### src/rtl/canny_pkg.sv
// rtl/canny_pkg.sv - shared state encoding and default frame/timeout constants
package canny_pkg;

    typedef enum logic [1:0] {
        ST_IDLE   = 2'd0,
        ST_STREAM = 2'd1,
        ST_DRAIN  = 2'd2,
        ST_DONE   = 2'd3
    } state_t;

    localparam int DEF_IMG_WIDTH     = 512;
    localparam int DEF_IMG_HEIGHT    = 512;
    localparam int DEF_DRAIN_TIMEOUT = 4096;

endpackage

### src/rtl/canny_timeout_counter.sv
// rtl/canny_timeout_counter.sv - idle-cycle counter that flags expiry after LIMIT cycles
module canny_timeout_counter
    import canny_pkg::*;
#(
    parameter int LIMIT = DEF_DRAIN_TIMEOUT
) (
    input  logic clk,
    input  logic rstN,
    input  logic enable,
    input  logic clear,
    output logic expired
);

    localparam int TW = $clog2(LIMIT + 1);
    localparam logic [TW-1:0] LAST = TW'(LIMIT - 1);

    logic [TW-1:0] r_count;

    always_ff @(posedge clk or negedge rstN) begin
        if (!rstN) begin
            r_count <= '0;
        end else if (clear || !enable) begin
            r_count <= '0;
        end else if (r_count != LAST) begin
            r_count <= r_count + TW'(1);
        end
    end

    // Fires on the LIMIT-th consecutive idle cycle so the owner can act on that same edge.
    assign expired = enable && !clear && (r_count == LAST);

endmodule

### src/rtl/canny_frame_controller.sv
// rtl/canny_frame_controller.sv - frame sequencer feeding the Canny pipeline and tracking NMS drain
module canny_frame_controller
    import canny_pkg::*;
#(
    parameter int IMG_WIDTH     = DEF_IMG_WIDTH,
    parameter int IMG_HEIGHT    = DEF_IMG_HEIGHT,
    parameter int EXP_OUT       = (IMG_WIDTH - 6) * (IMG_HEIGHT - 6),
    parameter int DRAIN_TIMEOUT = DEF_DRAIN_TIMEOUT,
    localparam int CW           = $clog2(IMG_WIDTH * IMG_HEIGHT + 1)
) (
    input  logic          clk,
    input  logic          rstN,
    input  logic          start,
    input  logic          abort,
    input  logic [7:0]    src_pixel,
    input  logic          src_valid,
    output logic          src_ready,
    output logic [7:0]    pixel_in,
    output logic          pixel_in_valid,
    input  logic          nms_valid,
    output logic          busy,
    output logic          frame_done,
    output logic          timeout_err,
    output logic [CW-1:0] in_count,
    output logic [CW-1:0] out_count
);

    localparam logic [CW-1:0] LAST_PX = CW'(IMG_WIDTH * IMG_HEIGHT - 1);
    localparam logic [CW-1:0] EXP_CNT = CW'(EXP_OUT);

    state_t        r_state;
    state_t        w_next;
    logic [7:0]    r_pixel_in;
    logic          r_pixel_in_valid;
    logic          r_timeout_err;
    logic [CW-1:0] r_in_count;
    logic [CW-1:0] r_out_count;

    logic w_src_ready;
    logic w_transfer;
    logic w_last_px;
    logic w_count_nms;
    logic w_start_frame;
    logic w_set_err;
    logic w_drain;
    logic w_to_clear;
    logic w_to_expired;

    // Abort suppresses ready in its own cycle so no pixel slips in behind it.
    assign w_src_ready = (r_state == ST_STREAM) && !abort;
    assign w_transfer  = src_valid && w_src_ready;
    assign w_last_px   = w_transfer && (r_in_count == LAST_PX);
    assign w_count_nms = nms_valid && (r_out_count != EXP_CNT)
                         && ((r_state == ST_STREAM) || (r_state == ST_DRAIN));
    assign w_drain     = (r_state == ST_DRAIN);
    assign w_to_clear  = nms_valid || !w_drain;

    canny_timeout_counter #(
        .LIMIT (DRAIN_TIMEOUT)
    ) u_drain_timeout (
        .clk     (clk),
        .rstN    (rstN),
        .enable  (w_drain),
        .clear   (w_to_clear),
        .expired (w_to_expired)
    );

    always_comb begin
        w_next        = r_state;
        w_start_frame = 1'b0;
        w_set_err     = 1'b0;
        case (r_state)
            ST_IDLE: begin
                if (start && !abort) begin
                    w_next        = ST_STREAM;
                    w_start_frame = 1'b1;
                end
            end
            ST_STREAM: begin
                if (abort) begin
                    w_next = ST_IDLE;
                end else if (w_last_px) begin
                    w_next = ST_DRAIN;
                end
            end
            ST_DRAIN: begin
                if (abort) begin
                    w_next = ST_IDLE;
                end else if (r_out_count == EXP_CNT) begin
                    w_next = ST_DONE;
                end else if (w_to_expired) begin
                    w_next    = ST_IDLE;
                    w_set_err = 1'b1;
                end
            end
            ST_DONE: begin
                w_next = ST_IDLE;
            end
            default: begin
                w_next = ST_IDLE;
            end
        endcase
    end

    always_ff @(posedge clk or negedge rstN) begin
        if (!rstN) begin
            r_state <= ST_IDLE;
        end else begin
            r_state <= w_next;
        end
    end

    always_ff @(posedge clk or negedge rstN) begin
        if (!rstN) begin
            r_pixel_in       <= 8'd0;
            r_pixel_in_valid <= 1'b0;
        end else begin
            r_pixel_in_valid <= w_transfer;
            if (w_transfer) begin
                r_pixel_in <= src_pixel;
            end
        end
    end

    // Counts survive abort and timeout; only a fresh start clears them.
    always_ff @(posedge clk or negedge rstN) begin
        if (!rstN) begin
            r_in_count    <= '0;
            r_out_count   <= '0;
            r_timeout_err <= 1'b0;
        end else if (w_start_frame) begin
            r_in_count    <= '0;
            r_out_count   <= '0;
            r_timeout_err <= 1'b0;
        end else begin
            if (w_transfer) begin
                r_in_count <= r_in_count + CW'(1);
            end
            if (w_count_nms) begin
                r_out_count <= r_out_count + CW'(1);
            end
            if (w_set_err) begin
                r_timeout_err <= 1'b1;
            end
        end
    end

    assign src_ready      = w_src_ready;
    assign pixel_in       = r_pixel_in;
    assign pixel_in_valid = r_pixel_in_valid;
    assign busy           = (r_state != ST_IDLE);
    assign frame_done     = (r_state == ST_DONE) && !abort;
    assign timeout_err    = r_timeout_err;
    assign in_count       = r_in_count;
    assign out_count      = r_out_count;

endmodule

### config.mk
export PLATFORM = sky130hd
export DESIGN_NAME = canny_frame_controller
export DESIGN_NICKNAME = d
export VERILOG_FILES = /design/src/rtl/canny_pkg.sv /design/src/rtl/canny_timeout_counter.sv /design/src/rtl/canny_frame_controller.sv
export SDC_FILE = /design/constraint.sdc
export NUM_CORES = 1
export LEC_CHECK = 0
export ABC_CLOCK_PERIOD_IN_PS = 4059
export BUFFER_PORTS_ARGS = -buffer_cell sky130_fd_sc_hd__buf_2
export CAP_MARGIN = 20
export CORE_MARGIN = 10
export CORE_UTILIZATION = 44
export DETAILED_ROUTE_END_ITERATION = 8
export MAX_ROUTING_LAYER = met4
export PLACE_DENSITY_LB_ADDON = 0.2
export SYNTH_ARGS = -nofsm -noshare
export SYNTH_HDL_FRONTEND = slang
export SYNTH_SLANG_ARGS = --single-unit
### constraint.sdc
create_clock -name clk -period 4.06 [get_ports clk]
set_input_delay 0.406 -clock clk [delete_from_list [all_inputs] [get_ports clk]]
set_output_delay 0.406 -clock clk [all_outputs]
set_load 0.005 [all_outputs]
==> results.ini <==
[status]
status=finished, final reports clean

[clock_tree]
cts_num_sinks=63
clk_latency_ps=340
post_cts_resized=0
root_buffer=clkbuf_8
cts_tree=yes
cts_buffers=9
path_clk_slew_ps=70
post_cts_buffers=0
clockBufferDepth=2
hold_buffers=0
htree_num_levels=3

[synthesis]
synth.largest_area_cell=dfrtp_1
synth_ff_type=dfrtp_1
syn_area_sq_um=3210
synth_cells=335
synth_cell_types=43
async_flop_share_pct=100
synth_area_leaders=dfrtp_1, xnor2_1, nor2_1
synth_edf_count=0
yosys_warnings=0
ys_ff_latch=63
synth_fp_nets=358
syn-mean-instance-area_sq_um=9.59
synth-seq-area-share_pct=49.1
yosysTopAreaCellShare_pct=49.1

[critical_path]
cp_slowest_stage_delay_ps=740
worstPathRequired_ps=4280
arrival_ps=2610
critical_path_class=reg2reg
cp_slowest_cell=nor3_1
end_kind=flip-flop
cp-start-kind=flip-flop
worstPathMaxFanout=12
path_buf_inv=1
path_cells=inv_1, ha_1, nand3b_1, nor3_1, nand4_1, xor2_1, nor2_1
crit_family=simple AND/OR/NAND/NOR gates

[route]
routed_wl_microns=7540
wire_per_inst_microns=14.8
vias_per_cell=5.16
ant_nets=0
drc_errors=0
drt-pass1-iter-count=4
drt-initial-drc-count=79
vias=2626

[hold_path]
hold_class=in2async

[sta]
hold_viol=0
min_period_over_period_pct=58.9
tightest_slew_ps=783
slew_headroom_pct=47.3
setup_violations=0
fin_tns_setup_ps=0
rsz0062_at_grt=false
slew_viol_final=0
finalCriticalPeriod_ps=2390
max_freq_ghz=0.418
clock_skew_ps=8.34
setup_slack_ps=1670

[run]
drv_cap=0

[final_layout]
nets=428
antenna_cells=0
fin_cells=509
drive_gt1_share_pct=22.0
syn2layout_area_growth_pct=19.8

[grt]
grt_max_degree=38
grt_pass1_vias=2621
grt.overflow.total=0
antenna_found_initial=0
grt_pass1_wl_microns=12800
grt_usage_pct=14.2

[power]
finalPower_mw=1.76
leakage_nw=1.84
peakVddDrop_mv=0.213
power.density_nw_per_um2=457

[die]
dieArea_sq_um=11100
die-width_microns=105
core-area_sq_um=7180
io_pins=65
rows=31
start_util_pct=44.8
die_h_microns=105

[placed_design]
pre_cts_ws_ps=1650
post-dp-hpwl_microns=5560
portBuffers=64
place.gp.congestion=0.805
dp_cells=493

-- cell families after synthesis --
kind of cell,count (synthesis),share of synthesized area (%)
mux,2,0.662
buf+inv,22,2.61
fa+ha+maj,9,3.50
simple gates,171,27.3
compound gates,28,5.96
xor+xnor,40,10.9
flops,63,49.1
-- worst reg2reg max path, stage by stage (launching register included) --
cell      delay [ps]
dfrtp_1          420
inv_1            110
ha_1             200
nand3b_1         390
nor3_1           740
nand4_1          200
xor2_1           170
nor2_1            50
-- metrics by stage --
stage	instance area (sq um)	util (%)	hold slack (ps)
after floorplan	3210	-	110
after global placement	3650	50.9	452
after detailed placement	3650	50.9	454
after CTS	3850	53.6	86.4
after global routing	3850	53.6	111
final	3850	53.6	77.3
-- Yosys cell counts, drive strengths merged, types with 5 or more instances --
cell	instances
nor2	51
nand2	42
nand3	9
nand4	17
nor4	8
inv	13
clkbuf	7
nor3	12
ha	9
a211oi	5
a21oi	10
dfrtp	63
xor2	17
xnor2	23
nand2b	6
and3	6
-- worst paths after layout --
path	slack, ps	endpoint	start	depth (start not counted)
setup / recovery	1670	in_count[9]	r_state[1]	7
hold / removal	80	out_count[15]	rstN	1
setup reg to reg	1670	in_count[9]	r_state[1]	7
hold reg to reg	480	pixel_in[4]	pixel_in[4]	2
max in group asynchronous	3060	u_drain_timeout.r_count[5]	rstN	2
min in group clk	260	pixel_in[1]	src_pixel[1]	3
-- power breakdown --
| group | switching (mW) | internal, mW | total, mW |
|---|---|---|---|
| combinational | 0.254 | 0.184 | 0.438 |
| clock | 0.238 | 0.288 | 0.526 |
| sequential | 0.0828 | 0.713 | 0.796 |
| total | 0.575 | 1.18 | 1.76 |
-- area by class of cell --
| class | count | area (sq um) |
|---|---|---|
| inverter | 14 | 52.6 |
| clock inverter | 2 | 12.5 |
| clock buffer | 14 | 183 |
| fill | 674 | 3330 |
| timing repair buffer | 67 | 343 |
| sequential | 63 | 1580 |
| tap | 99 | 124 |
| multi-input combinational | 250 | 1560 |
-- cells in the final DEF (no fill, tap or decap), types with 2 or more instances in the layout --
master	n
nor4_1	6
nand4_1	16
xnor2_1	23
nor3_1	11
nand4b_1	2
nor3b_1	2
or3_1	4
and4_1	2
a211oi_1	5
xor2_1	17
a2111oi_0	2
nand3_1	9
nor2b_1	4
and3_1	6
ha_1	9
buf_2	64
a21oi_1	9
a31o_1	2
buf_4	3
nand2_1	41
inv_1	13
o21ai_0	3
nand2b_1	6
dfrtp_1	63
clkbuf_8	13
or4_1	2
nor2_1	51
nor4_4	2
-- sequential cells by signal (all words and copies together), names as in the netlist --
| name | flops |
|---|---|
| u_drain_timeout.r_count | 13 |
| out_count | 19 |
| pixel_in | 8 |
| timeout_err | 1 |
| pixel_in_valid | 1 |
| in_count | 19 |
| r_state | 2 |
-- layer usage --
layer | part of all wire, % | routed length [microns] | track usage, % | up-vias
met5 | 0 | 0 | - | -
met4 | 2.0 | 151 | 6.47 | 0
met3 | 4.2 | 319 | 3.17 | 17
met2 | 47 | 3530 | 22.1 | 60
met1 | 47 | 3540 | 17.1 | 1256
li1 | - | - | - | 1293
Note: power is estimated with default switching activity, not from simulation.
